## src/rtl/max31855_pkg.sv

```systemverilog
// -----------------------------------------------------------------------------
// max31855_pkg
// Shared constants, the FSM state type and the frame-assembly helper for the
// MAX31855 thermocouple-converter responder.
// -----------------------------------------------------------------------------
package max31855_pkg;

  localparam int unsigned FRAME_BITS = 32;
  localparam int unsigned TC_W       = 14;
  localparam int unsigned CJ_W       = 12;
  localparam int unsigned FLT_W      = 3;
  localparam int unsigned BIT_CNT_W  = 5;

  // Frame field positions
  localparam int unsigned TC_MSB     = 31;
  localparam int unsigned TC_LSB     = 18;
  localparam int unsigned RSVD_HI    = 17;
  localparam int unsigned FAULT_BIT  = 16;
  localparam int unsigned CJ_MSB     = 15;
  localparam int unsigned CJ_LSB     = 4;
  localparam int unsigned RSVD_LO    = 3;
  localparam int unsigned FLT_MSB    = 2;
  localparam int unsigned FLT_LSB    = 0;

  typedef enum logic [1:0] {
    ST_IDLE  = 2'd0,
    ST_SHIFT = 2'd1,
    ST_DONE  = 2'd2
  } state_e;

  // Assemble the 32-bit read frame; reserved bits are always 0.
  function automatic logic [FRAME_BITS-1:0] build_frame(
    input logic [TC_W-1:0]  tc,
    input logic [CJ_W-1:0]  cj,
    input logic [FLT_W-1:0] flt
  );
    logic [FRAME_BITS-1:0] f;
    f                  = '0;
    f[TC_MSB:TC_LSB]   = tc;
    f[RSVD_HI]         = 1'b0;
    f[FAULT_BIT]       = |flt;
    f[CJ_MSB:CJ_LSB]   = cj;
    f[RSVD_LO]         = 1'b0;
    f[FLT_MSB:FLT_LSB] = flt;
    return f;
  endfunction

endpackage

```

## src/rtl/spi_edge_sync.sv

```systemverilog
// -----------------------------------------------------------------------------
// spi_edge_sync
// Synchronises one asynchronous input through SYNC_STAGES flops and reports
// the synchronised level plus single-cycle rise/fall pulses.
// Ports:
//   clk, reset   system clock, synchronous active-high reset
//   async_i      asynchronous input pin
//   level_o      synchronised level (last synchroniser flop)
//   rise_c_o     combinational pulse, synchronised 0->1 transition
//   fall_c_o     combinational pulse, synchronised 1->0 transition
// -----------------------------------------------------------------------------
module spi_edge_sync #(
  parameter int unsigned SYNC_STAGES = 2,
  parameter logic        RESET_VAL   = 1'b0
) (
  input  logic clk,
  input  logic reset,
  input  logic async_i,
  output logic level_o,
  output logic rise_c_o,
  output logic fall_c_o
);

  logic [SYNC_STAGES-1:0] sync_q;
  logic                   prev_q;

  // Synchroniser chain plus one history flop for edge detection
  always_ff @(posedge clk) begin
    if (reset) begin
      sync_q <= {SYNC_STAGES{RESET_VAL}};
      prev_q <= RESET_VAL;
    end else begin
      sync_q <= {sync_q[SYNC_STAGES-2:0], async_i};
      prev_q <= sync_q[SYNC_STAGES-1];
    end
  end

  assign level_o  = sync_q[SYNC_STAGES-1];
  assign rise_c_o =  level_o & ~prev_q;
  assign fall_c_o = ~level_o &  prev_q;

endmodule

```

## src/rtl/max31855_responder.sv

```systemverilog
// -----------------------------------------------------------------------------
// max31855_responder
// Emulates the SPI read side of a MAX31855 thermocouple converter. While
// SPI_cs is high a conversion timer runs; each completed period latches the
// current temperature inputs into a 32-bit frame which is shifted out MSB
// first on SPI_Data_Out, changing on SPI_clk falling edges.
// Ports:
//   clk, reset    system clock, synchronous active-high reset
//   SPI_clk       master serial clock (asynchronous)
//   SPI_cs        master chip select, active low (asynchronous)
//   SPI_Data_Out  serial data to master
//   tc_temp       thermocouple temperature, 14-bit signed
//   int_temp      cold-junction temperature, 12-bit signed
//   fault_in      {SCV, SCG, OC}
//   conv_valid    set once the first conversion has completed
//   frame_done    one-cycle pulse after bit 0 has been shifted out
// Build option: MAX31855_FAULT_INJECT_EN routes fault_in into the frame;
// without it the fault bits read 0.
// -----------------------------------------------------------------------------
module max31855_responder
  import max31855_pkg::*;
#(
  parameter int unsigned CONV_CYCLES = 10_000_000,
  parameter int unsigned SYNC_STAGES = 2
) (
  input  logic             clk,
  input  logic             reset,
  input  logic             SPI_clk,
  input  logic             SPI_cs,
  output logic             SPI_Data_Out,
  input  logic [TC_W-1:0]  tc_temp,
  input  logic [CJ_W-1:0]  int_temp,
  input  logic [FLT_W-1:0] fault_in,
  output logic             conv_valid,
  output logic             frame_done
);

  localparam int unsigned CNT_W = (CONV_CYCLES > 1) ? $clog2(CONV_CYCLES) : 1;
  localparam logic [CNT_W-1:0]     CNT_LAST    = CNT_W'(CONV_CYCLES - 1);
  localparam logic [BIT_CNT_W-1:0] BIT_CNT_TOP = BIT_CNT_W'(FRAME_BITS - 1);

  // Synchronised SPI pins
  logic cs_level, cs_rise, cs_fall;
  logic sclk_fall;
  logic sclk_level_unused, sclk_rise_unused;

  spi_edge_sync #(
    .SYNC_STAGES (SYNC_STAGES),
    .RESET_VAL   (1'b0)
  ) u_sync_sclk (
    .clk      (clk),
    .reset    (reset),
    .async_i  (SPI_clk),
    .level_o  (sclk_level_unused),
    .rise_c_o (sclk_rise_unused),
    .fall_c_o (sclk_fall)
  );

  spi_edge_sync #(
    .SYNC_STAGES (SYNC_STAGES),
    .RESET_VAL   (1'b1)
  ) u_sync_cs (
    .clk      (clk),
    .reset    (reset),
    .async_i  (SPI_cs),
    .level_o  (cs_level),
    .rise_c_o (cs_rise),
    .fall_c_o (cs_fall)
  );

  // Fault field source
  logic [FLT_W-1:0] fault_c;
`ifdef MAX31855_FAULT_INJECT_EN
  assign fault_c = fault_in;
`else
  logic unused_fault_c;
  assign fault_c        = '0;
  assign unused_fault_c = ^fault_in;
`endif

  logic [FRAME_BITS-1:0] frame_c;
  assign frame_c = build_frame(tc_temp, int_temp, fault_c);

  // Conversion timer: only a full uninterrupted high period of SPI_cs
  // produces a new frame; a falling chip select discards the partial count.
  logic [CNT_W-1:0]      conv_cnt_q;
  logic [FRAME_BITS-1:0] conv_q;
  logic                  conv_valid_q;

  always_ff @(posedge clk) begin
    if (reset) begin
      conv_cnt_q   <= '0;
      conv_q       <= '0;
      conv_valid_q <= 1'b0;
    end else if (!cs_level) begin
      conv_cnt_q   <= '0;
    end else if (conv_cnt_q == CNT_LAST) begin
      conv_cnt_q   <= '0;
      conv_q       <= frame_c;
      conv_valid_q <= 1'b1;
    end else begin
      conv_cnt_q   <= conv_cnt_q + CNT_W'(1);
    end
  end

  // Read FSM
  state_e                state_q, state_d;
  logic [FRAME_BITS-1:0] shift_q, shift_d;
  logic [BIT_CNT_W-1:0]  bit_cnt_q, bit_cnt_d;
  logic                  dout_q, dout_d;
  logic                  frame_done_q, frame_done_d;

  // State and datapath registers
  always_ff @(posedge clk) begin
    if (reset) begin
      state_q      <= ST_IDLE;
      shift_q      <= '0;
      bit_cnt_q    <= BIT_CNT_TOP;
      dout_q       <= 1'b0;
      frame_done_q <= 1'b0;
    end else begin
      state_q      <= state_d;
      shift_q      <= shift_d;
      bit_cnt_q    <= bit_cnt_d;
      dout_q       <= dout_d;
      frame_done_q <= frame_done_d;
    end
  end

  // Next-state logic; chip-select release wins from any state
  always_comb begin
    state_d = state_q;
    unique case (state_q)
      ST_IDLE:  if (cs_fall) state_d = ST_SHIFT;
      ST_SHIFT: if (sclk_fall && (bit_cnt_q == '0)) state_d = ST_DONE;
      ST_DONE:  state_d = ST_DONE;
      default:  state_d = ST_IDLE;
    endcase
    if (cs_rise) state_d = ST_IDLE;
  end

  // Output/datapath logic; bit 31 is presented in the load cycle so the
  // master can sample it before the first SPI_clk edge.
  always_comb begin
    shift_d      = shift_q;
    bit_cnt_d    = bit_cnt_q;
    dout_d       = dout_q;
    frame_done_d = 1'b0;
    unique case (state_q)
      ST_IDLE: begin
        dout_d = 1'b0;
        if (cs_fall) begin
          shift_d   = conv_q;
          bit_cnt_d = BIT_CNT_TOP;
          dout_d    = conv_q[FRAME_BITS-1];
        end
      end
      ST_SHIFT: begin
        if (sclk_fall) begin
          if (bit_cnt_q == '0) begin
            dout_d       = 1'b0;
            frame_done_d = 1'b1;
          end else begin
            shift_d   = {shift_q[FRAME_BITS-2:0], 1'b0};
            bit_cnt_d = bit_cnt_q - BIT_CNT_W'(1);
            dout_d    = shift_q[FRAME_BITS-2];
          end
        end
      end
      ST_DONE: dout_d = 1'b0;
      default: dout_d = 1'b0;
    endcase
    if (cs_rise) dout_d = 1'b0;
  end

  assign SPI_Data_Out = dout_q;
  assign conv_valid   = conv_valid_q;
  assign frame_done   = frame_done_q;

endmodule

```

## config.mk

```make
export PLATFORM = sky130hd
export DESIGN_NAME = max31855_responder
export DESIGN_NICKNAME = d
export VERILOG_FILES = /design/src/rtl/max31855_pkg.sv /design/src/rtl/spi_edge_sync.sv /design/src/rtl/max31855_responder.sv
export SDC_FILE = /design/constraint.sdc
export NUM_CORES = 1
export LEC_CHECK = 0
export CAP_MARGIN = 10
export CORE_MARGIN = 4
export CORE_UTILIZATION = 50
export DETAILED_ROUTE_END_ITERATION = 8
export PLACE_DENSITY = 0.69
export SYNTH_ARGS = -nofsm -noshare
export SYNTH_HDL_FRONTEND = slang
export SYNTH_SLANG_ARGS = --single-unit
```

## constraint.sdc

```tcl
create_clock -name clk -period 2.09 [get_ports clk]
set_input_delay 0.418 -clock clk [delete_from_list [all_inputs] [get_ports clk]]
set_output_delay 0.418 -clock clk [all_outputs]
set_load 0.02 [all_outputs]
```

==> qor.yml <==
route:
  drt-pass1-iter-count: 4
  wl_met3_um: 266
  route.top_layer_used: "met4"
  detail_route.wirelength.met1_mm: 4.577
  drt_first_iter_violations: 148
  routedWlPerCell_um: 15.58
  final_antenna_net_count: 0
  routed_wl_mm: 9.226
  remaining_drc_errors: 0
  met2_wl_mm: 4.260
  via_count: 3447
  post_drt_via_cell_ratio: 5.823
yosys:
  synthArstFlopShare_pct: 0
  synth-seq-cells: 93
  synth.yosys.warnings: 0
  synth_edf_count: 0
  mappedNetlistNets: 493
  synth.yosys.seq_area_share_pct: 43.85
  netlist_area_before_placement_um2: 4245
  synth_cells: 456
  yosys_most_used_dff: "sky130_fd_sc_hd__dfxtp_1"
  netlist-cell-type-count: 50
  avgSynthCellArea_um2: 9.310
pwr:
  cell_leakage_power_nw: 1.587
  total_design_power_w: 0.003499
  worst_ir_drop_vdd_v: 0.0002957
  internal_power_w: 0.002688
  sw_frac_of_total_pct: 23.17
  seq_power_share_pct: 52.6
  power.density_cell_area_nw_per_um2: 715.8
  power.clock.fraction_pct: 39.2
  fraction_of_power_consumed_by_combinational_cells_pct: 8.2
  netSwitchingPower_w: 0.0008107
die:
  pin_count: 36
  die_area_um2: 10030
  die_w_um: 100.1
  coreArea_um2: 8258
  fp-row-count: 33
  initial_core_utilization_pct: 51.41
  die_h_um: 100.1
sta:
  period_share_pct: 94.42
  final_period_minus_worst_setup_slack_ns: 1.973
  tns_ns: 0
  max_freq_ghz: 0.5067
  final.setup_skew_ns: 0.01182
  setup_violations: 0
  tightestPinTransition_ns: 0.8130
  timing.max_slew.rel_slack_pct: 45.67
  final_critical_path_setup_slack_ns: 0.1166
  timing_max_transition_violations_final: 0
  rsz0062_at_grt: "no"
  final-hold-violation-count: 0
  hold_ws_ns: 0.4196
critical_path:
  critical_path.max_fanout: 4
  critical_path.top_delay_family: "compound AO/OA/AOI/OAI gates"
  critical_path.reg2reg.startpoint: "bit_cnt_q[0]$_SDFFE_PP1P_"
  cpMaxStageDelayCell: "sky130_fd_sc_hd__or4b_4"
  crit_type: "flop to flop"
  critical_path_buf_inv_count: 2
  cp_slowest_stage_delay_ns: 0.52
  worst-r2r-cell-count: 7
  end_kind: "flop"
  critPathRequiredTime_ns: 2.35
  cp_cell_sequence: "inv_1, ha_1, or4b_4, buf_4, o21ai_2, a31oi_1, a211oi_1"
  worstSetupPathDepth: 7
  cp-start-kind: "flop"
  critical_path_arrival_ns: 2.24
  crit_start: "bit_cnt_q[0]$_SDFFE_PP1P_"
cts:
  cts-htree-levels: 3
  numCtsBuffers: 9
  clockRootBuffer: "sky130_fd_sc_hd__clkbuf_8"
  worstSkewPairLatency_ns: 0.36
  ctsResizeCount: 0
  cts_hold_buf: 0
  clock_tree_from_tritoncts: "built"
  clkSinkCount: 93
  worst_setup_hold_path_clk_slew_ns: 0.09
  cts_setup_buffers: 0
  cts_buffer_depth: 2
placed_design:
  post-dp-hpwl_mm: 6.189
  preCtsSetupSlack_ns: 0.09008
  port_buffers: 32
  placed_area_um2: 4651
  gp_routability_congestion: 0.8210
grt:
  wire_length_of_the_first_global_routing_pass_mm: 15.57
  grt_overflow_total: 0
  antenna_found_initial: 0
  grt_pass1_vias: 3261
  grt_start_max_net_pins: 44
  track_usage_pct: 18.99
hold_path:
  worst_hold_startpoint: "u_sync_cs.sync_q[0]$_SDFF_PP1_"
  min-delay-path-class: "flop to flop"
  whs_path_depth: 1
status:
  run_status: "complete, no violations"
layout:
  drive_gt1_share_pct: 17.25
  area_growth_synth_to_finish_pct: 15.15
  antenna_cells_inserted: 0
  final_cell_area_um2: 4888
  num-fill-cells: 754
  final_net_count: 519
flow_run:
  max-cap-violations: 0
-- metal layers --
layer  vias to the layer above  GRT usage (%)
li1                       1729              -
met1                      1647          25.99
met2                        58          30.53
met3                        13          2.919
met4                         0          6.632
met5                         -              0
-- sequential cells by signal (all words and copies together), names as in the netlist --
name / cells
SPI_Data_Out: 1
u_sync_sclk.prev_q: 1
state_q: 2
frame_done: 1
conv_valid: 1
conv_cnt_q: 24
u_sync_cs.sync_q: 2
conv_q: 26
bit_cnt_q: 5
shift_q: 27
u_sync_sclk.sync_q: 2
u_sync_cs.prev_q: 1
-- area by class of cell --
type                       instances  area [µm²]  area share, %
tap                              105       131.4          2.687
sequential                        93        1862          38.09
clock inverter                     5       82.58          1.689
multi-input combinational        317        2157          44.13
inverter                          11       41.29         0.8446
timing repair buffer              50       462.9          9.470
clock buffer                      11       151.4          3.097
-- placed cells by master (no fill, tap or decap), types with 2 or more instances in the layout --
cell and n:
sky130_fd_sc_hd__a211oi_1 6, sky130_fd_sc_hd__a211oi_2 20, sky130_fd_sc_hd__a21o_1 3, sky130_fd_sc_hd__a21oi_1 51, sky130_fd_sc_hd__a21oi_2 18, sky130_fd_sc_hd__and2_1 2, sky130_fd_sc_hd__and3_1 6, sky130_fd_sc_hd__and4_1 6
sky130_fd_sc_hd__buf_4 17, sky130_fd_sc_hd__bufinv_16 2, sky130_fd_sc_hd__clkbuf_8 11, sky130_fd_sc_hd__clkdlybuf4s50_1 31, sky130_fd_sc_hd__clkinv_4 2, sky130_fd_sc_hd__dfxtp_1 93, sky130_fd_sc_hd__ha_1 3, sky130_fd_sc_hd__inv_1 11
sky130_fd_sc_hd__mux2i_1 24, sky130_fd_sc_hd__nand2_1 14, sky130_fd_sc_hd__nand3_1 37, sky130_fd_sc_hd__nand4_1 10, sky130_fd_sc_hd__nor2_1 20, sky130_fd_sc_hd__nor2b_1 4, sky130_fd_sc_hd__nor3_1 4, sky130_fd_sc_hd__nor4_1 3
sky130_fd_sc_hd__o21ai_0 35, sky130_fd_sc_hd__o21ai_1 2, sky130_fd_sc_hd__o21ai_2 2, sky130_fd_sc_hd__o31ai_1 6, sky130_fd_sc_hd__or2_2 2, sky130_fd_sc_hd__or3_1 5, sky130_fd_sc_hd__or4_1 5, sky130_fd_sc_hd__xnor2_1 2
sky130_fd_sc_hd__xor2_1 10
-- cell families (layout without fill, tap and decap cells) --
group                    count (synthesis)  count (layout)  synth area share [%]
AO/OA/AOI/OAI                          149             149                 24.40
buffers and inverters                   46              77                 5.570
XOR/XNOR                                12              12                 2.476
AND/OR/NAND/NOR                        128             128                 16.86
adder cells (fa/ha/maj)                  4               4                 1.179
flip-flops                              93              93                 43.86
multiplexers                            24              24                 5.659
-- power by group through the flow --
stage | Combinational [W] | Clock (W) | Sequential, W
finish | 0.000286 | 0.00137 | 0.00184
global route | 0.000311 | 0.00145 | 0.00184
CTS | 0.000288 | 0.00140 | 0.00184
detailed placement | 0.000287 | 0 | 0.00188
global placement | 0.000280 | 0 | 0.00188
floorplan | 0.000194 | 0 | 0.00187
-- final timing paths --
check                                        end  slack (ns)
setup / recovery         state_q[0]$_SDFFE_PP0P_        0.12
hold reg to reg   u_sync_cs.sync_q[1]$_SDFF_PP1_        0.42
setup reg to reg         state_q[0]$_SDFFE_PP0P_        0.12
hold / removal    u_sync_cs.sync_q[1]$_SDFF_PP1_        0.42
-- synth_stat cells (3+ instances only) --
library cell,count,area share [%]
sky130_fd_sc_hd__xor2_1,10,2.1
sky130_fd_sc_hd__a211oi_2,20,5.9
sky130_fd_sc_hd__o31ai_1,6,1.1
sky130_fd_sc_hd__mux2i_1,24,5.7
sky130_fd_sc_hd__or4_1,5,0.88
sky130_fd_sc_hd__dfxtp_1,93,44
sky130_fd_sc_hd__buf_2,15,1.8
sky130_fd_sc_hd__nor2_1,20,1.8
sky130_fd_sc_hd__clkbuf_1,12,1.1
sky130_fd_sc_hd__and3_1,6,0.88
sky130_fd_sc_hd__a21o_1,3,0.53
sky130_fd_sc_hd__o21ai_0,36,4.2
sky130_fd_sc_hd__nor4_1,3,0.44
sky130_fd_sc_hd__a211oi_1,6,1.1
sky130_fd_sc_hd__inv_1,11,0.97
sky130_fd_sc_hd__nand2_1,14,1.2
sky130_fd_sc_hd__nand4_1,10,1.5
sky130_fd_sc_hd__or3_1,5,0.74
sky130_fd_sc_hd__nor2b_1,4,0.59
sky130_fd_sc_hd__ha_1,4,1.2
sky130_fd_sc_hd__and4_1,6,1.2
sky130_fd_sc_hd__buf_6,4,1.1
sky130_fd_sc_hd__a21oi_1,51,6.0
sky130_fd_sc_hd__nor3_1,4,0.47
sky130_fd_sc_hd__a21oi_2,18,3.7
sky130_fd_sc_hd__nand3_1,37,4.4
-- stage by stage --
step | instances | util (%)
6_report | 592 | 59.20
3_3_place_gp | 576 | 56.32
4_1_cts | 592 | 59.15
2_1_floorplan | 456 | -
5_1_grt | 592 | 59.20
3_5_place_dp | 576 | 56.32
No activity file was read; power rests on OpenSTA's default activity.
